**src/rtl/ir_pkg.sv**
```systemverilog
// rtl/ir_pkg.sv - IR word format: opcodes, field positions, field struct, legality check
// Imported by ir_pack and ir_encoder_loader. No ports.
package ir_pkg;

    localparam logic [4:0] OP_MOVSGPR = 5'd0;
    localparam logic [4:0] OP_MOV     = 5'd1;
    localparam logic [4:0] OP_ADD     = 5'd2;
    localparam logic [4:0] OP_SUB     = 5'd3;
    localparam logic [4:0] OP_MUL     = 5'd4;
    localparam logic [4:0] OP_ROR     = 5'd5;
    localparam logic [4:0] OP_RAND    = 5'd6;
    localparam logic [4:0] OP_RXOR    = 5'd7;
    localparam logic [4:0] OP_RXNOR   = 5'd8;
    localparam logic [4:0] OP_RNAND   = 5'd9;
    localparam logic [4:0] OP_RNOR    = 5'd10;
    localparam logic [4:0] OP_RNOT    = 5'd11;

    localparam int OPER_MSB  = 31;
    localparam int OPER_LSB  = 27;
    localparam int RDST_MSB  = 26;
    localparam int RDST_LSB  = 22;
    localparam int RSRC1_MSB = 21;
    localparam int RSRC1_LSB = 17;
    localparam int MODE_BIT  = 16;
    localparam int RSRC2_MSB = 15;
    localparam int RSRC2_LSB = 11;
    localparam int IMM_MSB   = 15;
    localparam int IMM_LSB   = 0;

    typedef struct packed {
        logic [4:0]  oper;
        logic [4:0]  rdst;
        logic [4:0]  rsrc1;
        logic        imm_mode;
        logic [4:0]  rsrc2;
        logic [15:0] imm;
    } ir_fields_t;

    typedef enum logic [1:0] {
        ST_IDLE = 2'd0,
        ST_LOAD = 2'd1,
        ST_DONE = 2'd2
    } ir_state_t;

    function automatic logic is_legal_op(input logic [4:0] op);
        case (op)
            OP_MOVSGPR, OP_MOV, OP_ADD, OP_SUB, OP_MUL, OP_ROR,
            OP_RAND, OP_RXOR, OP_RXNOR, OP_RNAND, OP_RNOR, OP_RNOT: return 1'b1;
            default: return 1'b0;
        endcase
    endfunction

endpackage

```
**src/rtl/ir_pack.sv**
```systemverilog
// rtl/ir_pack.sv - combinational packer from decoded fields to a 32-bit IR word
// Ports: fields_i (decoded fields), word_o (packed IR word).
module ir_pack
    import ir_pkg::*;
(
    input  ir_fields_t  fields_i,
    output logic [31:0] word_o
);

    always_comb begin
        word_o = '0;
        word_o[OPER_MSB:OPER_LSB]   = fields_i.oper;
        word_o[RDST_MSB:RDST_LSB]   = fields_i.rdst;
        word_o[RSRC1_MSB:RSRC1_LSB] = fields_i.rsrc1;
        word_o[MODE_BIT]            = fields_i.imm_mode;
        // Only the field selected by the mode bit reaches the word; [10:0] stay zero in register form.
        if (fields_i.imm_mode) begin
            word_o[IMM_MSB:IMM_LSB] = fields_i.imm;
        end else begin
            word_o[RSRC2_MSB:RSRC2_LSB] = fields_i.rsrc2;
        end
    end

endmodule

```
**src/rtl/ir_encoder_loader.sv**
```systemverilog
// rtl/ir_encoder_loader.sv - packs field beats into IR words and writes them to instruction memory
// Ports: clk, rst_n; start; in_* field stream with in_valid/in_ready/in_last;
//        mem_we/mem_addr/mem_wdata write port; busy, done, word_count, err_illegal status.
// Optional: IR_ENC_OPCHECK_EN drops beats with illegal opcodes and flags err_illegal.
module ir_encoder_loader
    import ir_pkg::*;
#(
    parameter  int DEPTH     = 32,
    parameter  int BASE_ADDR = 0,
    localparam int AW        = $clog2(DEPTH)
) (
    input  logic          clk,
    input  logic          rst_n,
    input  logic          start,
    input  logic          in_valid,
    output logic          in_ready,
    input  logic [4:0]    in_oper,
    input  logic [4:0]    in_rdst,
    input  logic [4:0]    in_rsrc1,
    input  logic          in_imm_mode,
    input  logic [4:0]    in_rsrc2,
    input  logic [15:0]   in_imm,
    input  logic          in_last,
    output logic          mem_we,
    output logic [AW-1:0] mem_addr,
    output logic [31:0]   mem_wdata,
    output logic          busy,
    output logic          done,
    output logic [AW:0]   word_count,
    output logic          err_illegal
);

    ir_state_t   state_q, state_d;
    logic [AW-1:0] ptr_q, ptr_d;
    logic [AW:0]   count_q, count_d;
    logic          in_ready_q, in_ready_d;
    logic          we_q, we_d;
    logic [AW-1:0] addr_q, addr_d;
    logic [31:0]   wdata_q, wdata_d;
    logic [31:0]   packed_word;
    logic          accept;
    logic          op_ok;

    ir_fields_t fields;
    assign fields = {in_oper, in_rdst, in_rsrc1, in_imm_mode, in_rsrc2, in_imm};

    ir_pack u_pack (
        .fields_i (fields),
        .word_o   (packed_word)
    );

    // in_ready_q is only ever high in LOAD, so it alone qualifies acceptance.
    assign accept = in_valid && in_ready_q;

`ifdef IR_ENC_OPCHECK_EN
    logic err_q, err_d;
    assign op_ok       = is_legal_op(in_oper);
    assign err_illegal = err_q;
`else
    assign op_ok       = 1'b1;
    assign err_illegal = 1'b0;
`endif

    always_comb begin
        state_d = state_q;
        ptr_d   = ptr_q;
        count_d = count_q;
        we_d    = 1'b0;
        addr_d  = addr_q;
        wdata_d = wdata_q;
`ifdef IR_ENC_OPCHECK_EN
        err_d   = err_q;
`endif
        case (state_q)
            ST_IDLE, ST_DONE: begin
                if (start) begin
                    state_d = ST_LOAD;
                    ptr_d   = AW'(BASE_ADDR);
                    count_d = '0;
`ifdef IR_ENC_OPCHECK_EN
                    err_d   = 1'b0;
`endif
                end
            end
            ST_LOAD: begin
                if (accept) begin
                    if (op_ok) begin
                        we_d    = 1'b1;
                        addr_d  = ptr_q;
                        wdata_d = packed_word;
                        ptr_d   = ptr_q + AW'(1);
                        count_d = count_q + (AW+1)'(1);
                    end
`ifdef IR_ENC_OPCHECK_EN
                    else begin
                        err_d = 1'b1;
                    end
`endif
                    // A write into the top slot ends the session so the pointer never wraps.
                    if (in_last || (op_ok && ptr_q == AW'(DEPTH - 1))) begin
                        state_d = ST_DONE;
                    end
                end
            end
            default: state_d = ST_IDLE;
        endcase
        in_ready_d = (state_d == ST_LOAD);
    end

    always_ff @(posedge clk or negedge rst_n) begin
        if (!rst_n) begin
            state_q    <= ST_IDLE;
            ptr_q      <= AW'(BASE_ADDR);
            count_q    <= '0;
            in_ready_q <= 1'b0;
            we_q       <= 1'b0;
            addr_q     <= AW'(BASE_ADDR);
            wdata_q    <= '0;
`ifdef IR_ENC_OPCHECK_EN
            err_q      <= 1'b0;
`endif
        end else begin
            state_q    <= state_d;
            ptr_q      <= ptr_d;
            count_q    <= count_d;
            in_ready_q <= in_ready_d;
            we_q       <= we_d;
            addr_q     <= addr_d;
            wdata_q    <= wdata_d;
`ifdef IR_ENC_OPCHECK_EN
            err_q      <= err_d;
`endif
        end
    end

    assign in_ready   = in_ready_q;
    assign mem_we     = we_q;
    assign mem_addr   = addr_q;
    assign mem_wdata  = wdata_q;
    assign word_count = count_q;
    assign busy       = (state_q == ST_LOAD);
    assign done       = (state_q == ST_DONE);

endmodule

```
**config.mk**
```make
export PLATFORM = sky130hd
export DESIGN_NAME = ir_encoder_loader
export DESIGN_NICKNAME = d
export VERILOG_FILES = /design/src/rtl/ir_pkg.sv /design/src/rtl/ir_pack.sv /design/src/rtl/ir_encoder_loader.sv
export SDC_FILE = /design/constraint.sdc
export NUM_CORES = 1
export LEC_CHECK = 0
export ABC_AREA = 1
export BUFFER_PORTS_ARGS = -buffer_cell sky130_fd_sc_hd__buf_2
export CORE_ASPECT_RATIO = 0.6
export CORE_MARGIN = 2
export CORE_UTILIZATION = 33
export CTS_BUF_LIST = sky130_fd_sc_hd__clkbuf_4 sky130_fd_sc_hd__clkbuf_8
export CTS_CLUSTER_DIAMETER = 40
export DETAILED_ROUTE_END_ITERATION = 12
export GPL_TIMING_DRIVEN = 1
export SLEW_MARGIN = 10
export SYNTH_ARGS = -nofsm -noshare
export SYNTH_HDL_FRONTEND = slang
export SYNTH_SLANG_ARGS = --single-unit
```
**constraint.sdc**
```tcl
create_clock -name clk -period 2.64 [get_ports clk]
set_input_delay 0 -clock clk [delete_from_list [all_inputs] [get_ports clk]]
set_output_delay 0 -clock clk [all_outputs]
set_load 0.02 [all_outputs]
```
==> Word level (Yosys, flattened, before mapping) <==
Index checks and enable logic that the tools add are counted.
W data, S select, Z words.
{ "totals": {"regBits": 52, "wordCells": 36} }
{ "classes": {"mux": 14, "n_eq_ne": 6, "reduce_logical": 7, "addsub": 2} }
{ "ops": {"columns": ["operator", "count"], "rows": [
  ["$mux W5", 3],
  ["$mux W6", 2],
  ["$pmux W6 S2", 1],
  ["$mux W11", 1],
  ["$pmux W5 S2", 1],
  ["$add A6 B1 Y6 const B", 1],
  ["$mux W2", 3],
  ["$add A5 B1 Y5 const B", 1],
  ["$eq A5 B5 Y1 const B", 1],
  ["$eq A2 B1 Y1 const B", 2],
  ["$pmux W2 S2", 1],
  ["$reduce_and A3 Y1", 1],
  ["$eq A2 B2 Y1 const B", 1],
  ["$logic_not A2 Y1", 1],
  ["$mux W1", 2],
  ["$ne A2 B1 Y1 const B", 1],
  ["$ne A2 B2 Y1 const B", 1],
  ["$reduce_and A2 Y1", 1],
  ["$reduce_bool A2 Y1", 1],
  ["$reduce_or A2 Y1", 1],
  ["$logic_and A1 B1 Y1", 1],
  ["$logic_or A1 B1 Y1", 1]
]} }

==> Depth between registers and ports, before layout <==
{ "depth": {"depth_word": 6, "depth_mapped": 8, "mapped_depth_nobuf": 7} }

==> Cells and area by module <==
From an unflattened synthesis, not the netlist that was laid out.
{ "hier_totals": {"cells_unflattened": 299, "hier_area_um2": 2429.8} }
{ "by_module_without_submodules": {"columns": ["mod", "area_each_um2", "seq_area_each_um2", "n_inst", "cells_each"], "rows": [
  ["ir_encoder_loader", 2138.3, 1301.2, 1, 243],
  ["ir_pack", 291.5, 0.0, 1, 56]
]} }

==> Worst setup path before layout <==
No wires, ideal clock.
{ "synth_timing": {"path_type": "register -> register", "start": "register ptr_q[0]", "end": "register ptr_q[4]", "stages_incl_launch_ff": 7, "slack_ps": 1418, "synth_period_minus_slack_ps": 1222, "t_arrival_ps": 1096, "required_ps": 2514, "cell_sequence": "dfrtp_1 ha_1 nand2_1 nor2_1 ha_1 nand3_1 o21ai_0"} }
{ "synth_between": {"elab_chain_len": 3} }
{ "synth_lines": {"columns": ["element", "line_no", "source"], "rows": [
  ["start, declared", "ir_encoder_loader.sv:34", "logic [AW-1:0] ptr_q, ptr_d;"],
  ["start signal, assigned", "ir_encoder_loader.sv:113", "ptr_q <= AW'(BASE_ADDR);"],
  ["start signal, assigned", "ir_encoder_loader.sv:124", "ptr_q <= ptr_d;"],
  ["$add A5 B1 Y5", "ir_encoder_loader.sv:91", "ptr_d = ptr_q + AW'(1);"],
  ["$mux W5", "ir_encoder_loader.sv:86", "if (accept) begin"],
  ["$pmux W5 S2", "ir_encoder_loader.sv:74", "case (state_q)"]
]} }
Every way passes these cells. The select of a mux whose other input is x is not followed.
A chain may end at the register's enable or synchronous reset.

==> Worst setup path in the final report <==
{ "layout_timing": {"start": "register state_q[1]", "end": "register ptr_q[3]"} }
{ "layout_between": {"elab_chain_len": 4} }
{ "layout_lines": {"columns": ["element", "line_no", "source"], "rows": [
  ["start, declared", "ir_encoder_loader.sv:33", "ir_state_t state_q, state_d;"],
  ["start signal, assigned", "ir_encoder_loader.sv:123", "state_q <= state_d;"],
  ["$eq A2 B2 Y1 / $logic_not A2 Y1 (equally long branches)", "ir_encoder_loader.sv:74", null],
  ["$reduce_or A2 Y1", "ir_encoder_loader.sv:74", null],
  ["$ne A2 B2 Y1 (no line) / $reduce_bool A2 Y1 (equally long branches)", null, null],
  ["$reduce_and A3 Y1 (no line)", null, null]
]} }
Parallel ways exist; a longest one is shown, timed or not.

==> flow_summary.ini <==
[sta]
timing.slew.headroom = 0.500
period_minus_slack_ps = 1680
rsz0062_at_grt = no
tightestPinTransition_ps = 749
fin_skew_ps = 1.37
fmax_mhz = 595
final_max_slew_viol_count = 0
finalHoldViolCount = 0
tns_ps = 0
setup-violations-final = 0
finalCritPeriodShare = 0.637

[finish]
fillers = 663
drive_gt1_frac = 0.283
multi_input_area_um2 = 776
antenna_cells = 0
regArea_um2 = 1300
instances_no_fill = 458
area_growth_pct = 40.5
num-nets-final = 415

[routing]
wl_per_cell_um = 11.6
antenna_left = 0
via_count = 1962
firstDrtPassIters = 4
drc = 0
wl_mm = 5.32
vias_per_cell = 4.28
drt_iter0_markers = 94

[hold_path]
worst_hold_startpoint = in_last
min_path_type = input port to flop

[cts]
cts_buffers = 5
clk_latency_ps = 300
cts_setup_buffers = 0
cts_tree = done
path_clk_slew_ps = 90
cts-root-buf = clkbuf_8
cts_sinks = 52
cts_resized = 0
ctsLongestPathBuffers = 2
htreeDepth = 2
postCtsHoldBufs = 30

[worst_setup_path]
r2r_start = state_q[1]
cp.arrival_ps = 1880
crit_start = state_q[1]
worstPathRequired_ps = 2840
path_class = flop to flop
endpoint_kind = flop
cp_max_fo = 39
critPathLaunchType = flop

[synthesis]
mappedNetlistArea_um2 = 2220
synth.avg_cell_area_um2 = 8.72
synth_nets = 300
synthAdderAreaFrac = 0.0169
synthSimpleGateAreaFrac = 0.249
synth_common_cells = 110 x nand2_1, 52 x dfrtp_1, 20 x o21ai_0, 13 x inv_1, 12 x nand3_1
synth_top_family_by_area = simple AND/OR/NAND/NOR gates
async_reset_ff_frac = 1.00
yosys_most_used_dff = dfrtp_1
synth_cell_types = 19
yosysTopAreaCell = dfrtp_1
synth_seq_area_share = 0.585
synth_edf_count = 0
yosys_warnings = 0
syn_inst = 255
synth-seq-cells = 52
yosysMostFrequentCell = nand2_1
synth.mux.area_fraction = 0
synthXorXnorAreaFrac = 0
yosys.area.top_type_share = 0.585
synth_area_leaders = dfrtp_1 58%, nand2_1 19%, o21ai_0 4.5%
synth_compound_area_frac = 0.0816

[global_routing]
grt_usage = 0.146
grt_pass1_wl_mm = 8.34
grt_pass1_vias = 1796
antenna_found_initial = 0
grt.overflow.total = 0
grt_max_degree = 40

[floorplan]
die_x_um = 110
rows = 23
die_area_um2 = 7440
pin_count = 90
design.core.area_um2 = 6590
start_util = 0.338
die-height_um = 67.6

[place]
placed_cells = 420
port_buffers = 88
hpwlAfterDp_mm = 3.67
gp_congestion = 0.765

[power]
power.total_mw = 3.21
power_leakage_nw = 1.73
peakVddDrop_mv = 0.493
power_density_nw_per_um2 = 1030

[flow_run]
maxCapViolCount = 0

[outcome]
status = completed
==> worst max-delay path, stage by stage (launching register included) <==
cell and delay (ps):
dfrtp_1 450, nor2_8 160, nand2_2 370, buf_12 330
nor2_2 110, nand2_1 60, nand2_1 50, nor2_1 40
==> sequential cells by signal, indices dropped and copies added, names as in the netlist <==
register	flops
mem_wdata	32
word_count	6
mem_addr	5
ptr_q	5
state_q	2
in_ready	1
mem_we	1
==> cell usage in the layout (no fill, tap or decap), types with 2 or more instances in the layout <==
cell           instances
nand3_1               12
dlygate4sd3_1         30
nor2_2                 2
nand2_1              110
a21oi_1                4
clkbuf_8               5
ha_1                   3
o21ai_1               10
dfrtp_1               52
o21ai_0               20
nor2_1                11
inv_1                 13
buf_2                 88
buf_4                  2
==> report_power, final <==
part           total [mW]  switching [mW]  internal [mW]
Clock               0.549           0.257          0.292
Combinational        1.37           0.899          0.467
Sequential           1.30           0.186           1.11
Total                3.21            1.34           1.87
==> layer usage <==
layer | track usage | vias up | part of all wire
li1 | - | 1025 | -
met1 | 0.215 | 867 | 0.53
met2 | 0.214 | 70 | 0.37
met3 | 0.0454 | 0 | 0.093
met4 | 0.0190 | 0 | 0
met5 | 0 | - | 0
==> path summary, 6_finish.rpt <==
check	endpoint	slack [ps]	cells after the start
worst max-delay path	ptr_q[3]	960	7
worst min-delay path	state_q[1]	20	3
worst max register to register	ptr_q[3]	960	7
worst min register to register	mem_addr[0]	480	2
max in group asynchronous	mem_wdata[21]	1570	3
min in group asynchronous	mem_wdata[5]	310	2
==> layout make-up <==
| cell class | instances | area share |
|---|---|---|
| Inverter | 14 | 0.0168 |
| Sequential cell | 52 | 0.416 |
| Timing Repair Buffer | 121 | 0.248 |
| Clock inverter | 2 | 0.0112 |
| Multi-Input combinational cell | 176 | 0.248 |
| Tap cell | 87 | 0.0348 |
| Clock buffer | 6 | 0.0244 |
==> cells by family (layout without fill, tap and decap cells) <==
| group | after synthesis | count (layout) |
|---|---|---|
| fa+ha+maj | 3 | 3 |
| flops | 52 | 52 |
| compound gates | 35 | 35 |
| simple gates | 137 | 137 |
| buf+inv | 27 | 143 |
| other cells | 1 | 1 |
==> per-stage QoR <==
step	instance area [um2]	utilization	worst slack, ps	hold slack (ps)
2_1_floorplan	2220	-	1420	-296
3_3_place_gp	2710	0.412	999	107
3_5_place_dp	2710	0.412	949	109
4_1_cts	3130	0.474	926	5.38
5_1_grt	3130	0.474	741	26.9
6_report	3130	0.474	959	15.4
Note: power is estimated with default switching activity, not from simulation.
